<file path="src/rtl/game_flow_controller.sv">
// Top-level sequencer for the two-player arrow game: idle, ready-up, countdown,
// timed play, one-cycle finish and result hold, with winner decision.
`timescale 1ns/1ps
module game_flow_controller #(
  parameter int unsigned TICK_DIV   = 50000000,
  parameter int unsigned COUNT_SECS = 3,
  parameter int unsigned SCORE_W    = 7
) (
  input  logic               CLOCK_50,
  input  logic               reset,
  input  logic               start_req,
  input  logic [3:0]         player_a_keys,
  input  logic [3:0]         player_b_keys,
  input  logic               game_over,
  input  logic [SCORE_W-1:0] score_a,
  input  logic [SCORE_W-1:0] score_b,
  output logic               game_active,
  output logic               timer_start,
  output logic               clear_scores,
  output logic               music_en,
  output logic [1:0]         countdown_val,
  output logic               ready_a,
  output logic               ready_b,
  output logic [2:0]         state,
  output logic [1:0]         winner
);

  localparam int unsigned      TICK_W    = (TICK_DIV > 1) ? $clog2(TICK_DIV) : 1;
  localparam logic [TICK_W-1:0] TICK_LAST = TICK_W'(TICK_DIV - 1);
  localparam logic [1:0]       CD_START  = 2'(COUNT_SECS);

  typedef enum logic [2:0] {
    S_IDLE      = 3'd0,
    S_READY     = 3'd1,
    S_COUNTDOWN = 3'd2,
    S_PLAY      = 3'd3,
    S_FINISH    = 3'd4,
    S_RESULT    = 3'd5
  } state_t;

  state_t              state_q, state_d;
  logic [TICK_W-1:0]   tick_q, tick_d;
  logic                armed_q, armed_d;
  logic                start_prev_q;
  logic [3:0]          keys_a_prev_q, keys_b_prev_q;

  logic                game_active_d, timer_start_d, clear_scores_d, music_en_d;
  logic [1:0]          countdown_d, winner_d;
  logic                ready_a_d, ready_b_d;

  logic                start_edge, key_edge_a, key_edge_b;

  assign start_edge = start_req & ~start_prev_q;
  assign key_edge_a = |(player_a_keys & ~keys_a_prev_q);
  assign key_edge_b = |(player_b_keys & ~keys_b_prev_q);
  assign state      = state_q;

  // Next-state and next-output decode; pulses default low, levels default held.
  always_comb begin
    state_d        = state_q;
    tick_d         = tick_q;
    armed_d        = armed_q;
    game_active_d  = game_active;
    timer_start_d  = 1'b0;
    clear_scores_d = 1'b0;
    music_en_d     = music_en;
    countdown_d    = countdown_val;
    ready_a_d      = ready_a;
    ready_b_d      = ready_b;
    winner_d       = winner;

    case (state_q)
      S_IDLE: begin
        game_active_d = 1'b0;
        music_en_d    = 1'b0;
        countdown_d   = 2'd0;
        ready_a_d     = 1'b0;
        ready_b_d     = 1'b0;
        winner_d      = 2'b00;
        tick_d        = '0;
        armed_d       = 1'b0;
        if (start_edge) begin
          state_d        = S_READY;
          clear_scores_d = 1'b1;
        end
      end

      S_READY: begin
        // Cancel takes priority over both players having readied.
        if (start_edge) begin
          state_d   = S_IDLE;
          ready_a_d = 1'b0;
          ready_b_d = 1'b0;
        end else if (ready_a && ready_b) begin
          state_d     = S_COUNTDOWN;
          countdown_d = CD_START;
          tick_d      = '0;
        end else begin
          ready_a_d = ready_a | key_edge_a;
          ready_b_d = ready_b | key_edge_b;
        end
      end

      S_COUNTDOWN: begin
        if (tick_q == TICK_LAST) begin
          tick_d = '0;
          if (countdown_val > 2'd1) begin
            countdown_d = countdown_val - 2'd1;
          end else begin
            state_d       = S_PLAY;
            timer_start_d = 1'b1;
            game_active_d = 1'b1;
            music_en_d    = 1'b1;
            countdown_d   = 2'd0;
            armed_d       = 1'b0;
          end
        end else begin
          tick_d = tick_q + TICK_W'(1);
        end
      end

      S_PLAY: begin
        // game_over only counts after it has been seen low this round.
        if (game_over && armed_q) begin
          state_d       = S_FINISH;
          game_active_d = 1'b0;
          music_en_d    = 1'b0;
          if (score_a > score_b)      winner_d = 2'b01;
          else if (score_b > score_a) winner_d = 2'b10;
          else                        winner_d = 2'b11;
        end else if (!game_over) begin
          armed_d = 1'b1;
        end
      end

      S_FINISH: begin
        state_d   = S_RESULT;
        ready_a_d = 1'b0;
        ready_b_d = 1'b0;
      end

      S_RESULT: begin
        ready_a_d = 1'b0;
        ready_b_d = 1'b0;
        if (start_edge) begin
          state_d        = S_READY;
          clear_scores_d = 1'b1;
          winner_d       = 2'b00;
        end
      end

      default: begin
        state_d       = S_IDLE;
        game_active_d = 1'b0;
        music_en_d    = 1'b0;
        countdown_d   = 2'd0;
        ready_a_d     = 1'b0;
        ready_b_d     = 1'b0;
        winner_d      = 2'b00;
        tick_d        = '0;
        armed_d       = 1'b0;
      end
    endcase
  end

  // State, outputs and edge-detect history.
  always_ff @(posedge CLOCK_50 or negedge reset) begin
    if (!reset) begin
      state_q       <= S_IDLE;
      tick_q        <= '0;
      armed_q       <= 1'b0;
      start_prev_q  <= 1'b0;
      keys_a_prev_q <= 4'd0;
      keys_b_prev_q <= 4'd0;
      game_active   <= 1'b0;
      timer_start   <= 1'b0;
      clear_scores  <= 1'b0;
      music_en      <= 1'b0;
      countdown_val <= 2'd0;
      ready_a       <= 1'b0;
      ready_b       <= 1'b0;
      winner        <= 2'b00;
    end else begin
      state_q       <= state_d;
      tick_q        <= tick_d;
      armed_q       <= armed_d;
      start_prev_q  <= start_req;
      keys_a_prev_q <= player_a_keys;
      keys_b_prev_q <= player_b_keys;
      game_active   <= game_active_d;
      timer_start   <= timer_start_d;
      clear_scores  <= clear_scores_d;
      music_en      <= music_en_d;
      countdown_val <= countdown_d;
      ready_a       <= ready_a_d;
      ready_b       <= ready_b_d;
      winner        <= winner_d;
    end
  end

endmodule

</file>
<file path="config.mk">
export PLATFORM = sky130hd
export DESIGN_NAME = game_flow_controller
export DESIGN_NICKNAME = d
export VERILOG_FILES = /design/src/rtl/game_flow_controller.sv
export SDC_FILE = /design/constraint.sdc
export NUM_CORES = 1
export LEC_CHECK = 0
export BUFFER_PORTS_ARGS = -buffer_cell sky130_fd_sc_hd__buf_2
export CAP_MARGIN = 40
export CORE_MARGIN = 10
export CORE_UTILIZATION = 25
export DETAILED_ROUTE_END_ITERATION = 8
export HOLD_SLACK_MARGIN = 0.12
export PLACE_DENSITY = 0.48
export RECOVER_POWER = 25
export SLEW_MARGIN = 20
export SYNTH_ARGS = -nofsm -noshare
export SYNTH_HDL_FRONTEND = slang
export SYNTH_SLANG_ARGS = --single-unit
</file>
<file path="constraint.sdc">
create_clock -name CLOCK_50 -period 2.2 [get_ports CLOCK_50]
set_clock_uncertainty 0.2 [all_clocks]
set_input_delay 0 -clock CLOCK_50 [delete_from_list [all_inputs] [get_ports CLOCK_50]]
set_output_delay 0 -clock CLOCK_50 [all_outputs]
set_load 0.1 [all_outputs]
</file>
# ---- Word level (Yosys, flattened, before mapping)
# Cells that the tools add are included.
dict set report totals {
  latch_bits 0
  mem_bits_rw 0
  word_cells 105
  out_inout_bits 13
  reg_bits 48
  mem_bits_ro 0
  n_memories 0
  inputBits 26
}
dict set report classes {
  add_sub_neg 2
  muxes 41
  div_mod_pow 0
  multipliers 0
  n_lt_le_gt_ge 3
  eq_ne 17
  shifts 0
  n_reduce_logical 17
  n_bitwise 12
}
# op count
set op_table {}
lappend op_table {{2-to-1 mux 26 bit} 3}
lappend op_table {{case mux 26 bit (3 select lines)} 1}
lappend op_table {{adder 26 x 1 -> 26 bit (second input constant)} 1}
lappend op_table {{equality test 26 bit (second input constant)} 1}
lappend op_table {{2-to-1 mux 3 bit} 6}
lappend op_table {{2-to-1 mux 1 bit} 17}
lappend op_table {{!= test 2 bit (second input constant)} 8}
lappend op_table {{case mux 3 bit (5 select lines)} 1}
lappend op_table {{> comparator 7 bit} 2}
lappend op_table {{2-to-1 mux 2 bit} 7}
lappend op_table {{case mux 2 bit (3 select lines)} 2}
lappend op_table {{AND reduction 5 bit} 2}
lappend op_table {{OR reduction 3 bit} 3}
lappend op_table {{bitwise AND 4 bit} 2}
lappend op_table {{NOT 4 bit} 2}
lappend op_table {{AND reduction 4 bit} 2}
lappend op_table {{OR reduction 4 bit} 2}
lappend op_table {{equality test 3 x 2 -> 1 bit (second input constant)} 2}
lappend op_table {{equality test 3 bit (second input constant)} 2}
lappend op_table {{!= test 3 bit (second input constant)} 2}
lappend op_table {{case mux 1 bit (3 select lines)} 2}
lappend op_table {{AND reduction 3 bit} 2}
lappend op_table {{NOT 1 bit} 5}
lappend op_table {{case mux 1 bit (2 select lines)} 2}
lappend op_table {{other kinds (10)} 13}

# ---- Longest topological paths before layout
dict set report logic_depth {
  ltp_word 7
  mapped_depth 8
}

# ---- Least setup slack after synthesis
# No wires, ideal clock.
dict set report synth_path {
  path_type {reg2reg}
  from {register ready_b}
  to {register tick_q[18]}
  required_time_ns 1.881
  period_less_slack_ns 2.440
  path_buffers 2
  stages_incl_launch_ff 8
  slack_ns -0.240
  arrival_time_ns 2.121
  cell_sequence {dfrtp_1 -> nand3b_1 -> o311a_1 -> buf_6 -> buf_6 -> nor3_1 -> xnor2_1 -> nor2_1}
}
dict set report synth_between {
  elab_chain_len 3
}
# item line
set synth_rtl {}
lappend synth_rtl {{from (decl)} 23} ;# output logic ready_b,
lappend synth_rtl {{from (signal assigned)} 196} ;# ready_b <= ready_b_d;
lappend synth_rtl {{logical AND 1 bit} 94} ;# end else if (ready_a && ready_b) begin
lappend synth_rtl {{!= test 2 bit (no line)} -}
lappend synth_rtl {{AND reduction 3 bit (no line)} -}
lappend synth_rtl {{to (signal assigned)} 185} ;# tick_q <= tick_d;
lappend synth_rtl {{to (decl)} 42} ;# logic [TICK_W-1:0] tick_q, tick_d;
# No other way between the ends.
# A chain may end at the register's enable or synchronous reset.

# ---- Worst setup path after layout
dict set report layout_path {
  from {register state_q[2], in the netlist state[2]}
  to {register tick_q[24]}
}
dict set report layout_between {
  elab_chain_len 4
  word_cells_on_any_way 11
}
# item line
set layout_rtl {}
lappend layout_rtl {{from (decl)} 41} ;# state_t state_q, state_d;
lappend layout_rtl {{from (signal assigned)} 184} ;# state_q <= state_d;
lappend layout_rtl {{equality test 3 bit / equality test 3 x 2 -> 1 bit (equally long branches)} 72} ;# case (state_q)
lappend layout_rtl {{OR reduction 3 bit (no line)} -}
lappend layout_rtl {{NOT 1 bit (no line)} -}
lappend layout_rtl {{AND reduction 3 bit (no line)} -}
# Parallel ways exist; a longest one is shown, timed or not.

==> summary.txt <==
Synthesis
  – Async set-reset flop share out of synthesis: 100%
  – #FFs+latches synth: 48
  – Cell count after synthesis: between 200 and 300
  – Cell Area, Synth: 0.00260 mm²
  – Warning count from the yosys run: 0
  – Main area contributors after synthesis: dfrtp_1 (46%), xnor2_1 (5.1%), nand2_1 (4.0%)
  – Syn Nets: 300
  – Avg Cell Area, Syn: roughly 9.8 µm²
  – Yosys cell types: 48
  – Share of the synthesized area in the top cell type: 46.3%
  – Post-synthesis sequential area ratio: 46.3%
  – Synth Flop Type: dfrtp_1
  – EDFF count, synth: 0
  – Yosys top cell by area: dfrtp_1

Global routing
  – First-pass GRT wire length: between 10000 and 15000 µm
  – Busiest grt layer: met2
  – Remaining Overflow, GRT: 0
  – Largest net degree at the start of global routing: 21
  – GRT Util Overall: under 10%
  – GR Layer Usage met3: ~1.9%
  – Initial antenna violation count: 0
  – Vias in the first global route: 2315
  – GR Util met2: between 10% and 20%
  – M1 GR Usage: between 10% and 20%

Final layout
  – Final Util: ~33%
  – Layout net count: 380
  – Most common cell after layout, fill and taps aside: dfrtp_1
  – Area Growth Syn to Fin: 31.2%
  – Post-route cell area: 0.00341 mm²
  – Share of layout cells above drive strength 1: 20.2%
  – Commonest non-fill, non-tap cells in the layout: dfrtp_1 (43), nand2_1 (28), nor2_1 (27), dlygate4sd3_1 (27), buf_2 (24)
  – Non-filler cells, final: approximately 480
  – Ant diodes: 0

Hold path
  – Hold Path Origin: score_b[3]
  – Hold Path Cell Cnt: 7
  – Hold Path Sink: winner[0]
  – Min-delay worst type: input pin to flop

STA
  – Setup violators final: 0
  – Endpoints failing hold: 0
  – Max_slew headroom: roughly a fifth
  – Max Fclk: approximately 480 MHz
  – Fin crit period: around 2.1 ns
  – Slew Limit Fails: 0
  – Part of the cycle the worst path needs: roughly 96%
  – RSZ-0062 raised after global routing: yes
  – Worst-Margin Slew: around 1.2 ns
  – Worst Setup Slack, final: between 0.09 and 0.1 ns

Clocking
  – Reg clk slew, reported paths: 0.09 ns
  – CTS tree: built
  – Clk root buf: clkbuf_8
  – Inserted Clock Buffers: 5
  – Clk_lat worst skew: 0.31 ns
  – Clock buffer depth: 2
  – Clock sinks: 48
  – H-tree Lvls: 2

Routing
  – # DRC: 0
  – Vias per cell: around 4.5
  – Post-route ant nets: 0
  – Routed wire per std cell: 13.4 µm
  – Number of DRC markers in iteration 0: 68
  – 1st-pass router iterations: 4
  – Via count: 2191
  – Wirelength, routed: approximately 6500 µm

Floorplan
  – FP Rows: 37
  – Initial Util: between 20 and 30%
  – Chip Width: 122 µm
  – Ports: 39
  – Die Area: ~0.015 mm²
  – Die height: around 120 µm
  – Core ar.: 0.0102 mm²

Setup path
  – Worst r2r src: state[2]
  – CP required: roughly 2.2 ns
  – Crit-path cells: nand3b_1 > o311a_1 > buf_4 > nor4_1 > xnor2_1 > nor2_1
  – Dominant delay contributor by cell family on the critical path: simple AND/OR/NAND/NOR gates
  – WS Path Type: flop to flop
  – Slowest CP cell: dfrtp_2
  – Crit path buffers/inverters: 1
  – Crit Reg-Reg Endpoint: tick_q[24]
  – Arrival time worst endpoint: between 2 and 2.5 ns
  – R2R setup slack: 0.1 ns
  – CP startpoint kind: flop
  – Max stage delay on crit path: ~0.47 ns
  – Critical path endpoint category: flop
  – Worst-case reg-to-reg path depth: 6
  – Worst Path Max Fanout: 16

Placement
  – HPWL Detailed: roughly 4600 µm
  – Placed instance area: about 0.003 mm²
  – Gp weighted congestion: 0.773
  – IO buf count: 38
  – Setup slack at placement: 0.112 ns
  – Cell count after placement: approximately 450

Power
  – Power per Cell Area: between 400 and 500 mW/mm²
  – Leak pwr: 1.52 nW
  – Peak supply drop: about 0.00023 V

Outcome
  – Outcome: finished, final reports clean

Flow run
  – Max cap viols: 0
-- metrics by stage --
step | setup TNS, ns | hold WS (ns) | power (mW)
after floorplan | 0 | -0.496 | 0.941
after global placement | 0 | -0.0782 | 0.993
after detailed placement | 0 | -0.232 | 1.00
after CTS | 0 | 0.125 | 1.62
after global routing | -0.0273 | 0.163 | 1.66
final | 0 | 0.126 | 1.59
-- worst reg2reg max path: cells and delay by family, from the launching register on --
| kind | cells | cell delay, ns |
|---|---|---|
| flip-flops | 1 | 0.47 |
| XOR/XNOR | 1 | 0.16 |
| AO/OA/AOI/OAI | 1 | 0.35 |
| AND/OR/NAND/NOR | 3 | 0.60 |
| buffers and inverters | 1 | 0.21 |
-- Yosys cell counts (2+ instances only) --
| cell type | number |
|---|---|
| a21o_1 | 6 |
| a21oi_1 | 7 |
| a221oi_1 | 2 |
| a22o_1 | 2 |
| a31o_2 | 2 |
| a31oi_1 | 4 |
| and2_1 | 3 |
| and3_1 | 3 |
| and4_1 | 5 |
| buf_6 | 3 |
| clkbuf_1 | 5 |
| dfrtp_1 | 48 |
| ha_1 | 8 |
| inv_1 | 16 |
| nand2_1 | 28 |
| nand2b_1 | 2 |
| nand3_1 | 6 |
| nand3b_1 | 3 |
| nand4_1 | 5 |
| nor2_1 | 27 |
| nor2b_1 | 3 |
| nor3_1 | 14 |
| nor3b_1 | 4 |
| nor4_1 | 3 |
| nor4b_2 | 4 |
| o21a_1 | 3 |
| o21ai_0 | 11 |
| o22ai_1 | 2 |
| o31ai_1 | 3 |
| xnor2_1 | 15 |
| xor2_1 | 2 |
-- flip-flops by register name, summed over array words and instances (netlist names) --
name           count
armed_q            1
clear_scores       1
countdown_val      2
keys_a_prev_q      4
keys_b_prev_q      4
music_en           1
ready_a            1
ready_b            1
start_prev_q       1
state              3
tick_q            26
timer_start        1
winner             2
-- kinds of logic after synthesis --
group,share of synthesized area [%]
xor gates and xnor gates,5.74
AOI/OAI and AO/OA,12.7
and+or+nand+nor,26.8
adders and majority gates,3.86
buffers and inverters,4.63
DFF,46.3
-- routing by layer --
| metal | vias to the layer above | wire (µm) |
|---|---|---|
| li1 | 1101 | - |
| met1 | 1042 | 3060 |
| met2 | 42 | 3040 |
| met3 | 6 | 257 |
| met4 | 0 | 109 |
| met5 | - | 0 |
-- worst max-delay path by stage --
stage / cells past startpoint / start / to
6_report: 6 / state[2] / tick_q[24]
3_3_place_gp: 6 / state[2] / tick_q[24]
2_1_floorplan: 7 / state[2] / tick_q[18]
5_1_grt: 6 / state[2] / tick_q[14]
3_5_place_dp: 6 / state[2] / tick_q[24]
4_1_cts: 4 / reset / state[0]
-- layout make-up --
cell class | instances | area (µm²)
flip-flops and latches | 48 | 1210
multi-input cells | 194 | 1290
well taps | 136 | 170
inverters | 16 | 60.1
clock inverters | 2 | 15.0
fillers | 1030 | 6830
clock buffers | 6 | 82.6
repair buffers | 81 | 583
-- report_power, final --
group | switching [mW] | internal [mW] | leakage [nW] | total [mW]
Clock | 0.317 | 0.255 | 0.0434 | 0.572
Combinational | 0.0532 | 0.0729 | 0.873 | 0.126
Sequential | 0.00287 | 0.890 | 0.602 | 0.893
Total | 0.373 | 1.22 | 1.52 | 1.59
-- timing repair --
action	CTS	global route
hold buffers	28	0
gates resized for setup	0	1
setup endpoints to repair	0	34
buffers inserted	0	0
hold endpoints to repair	68	0
No activity file was read; power rests on OpenSTA's default activity.
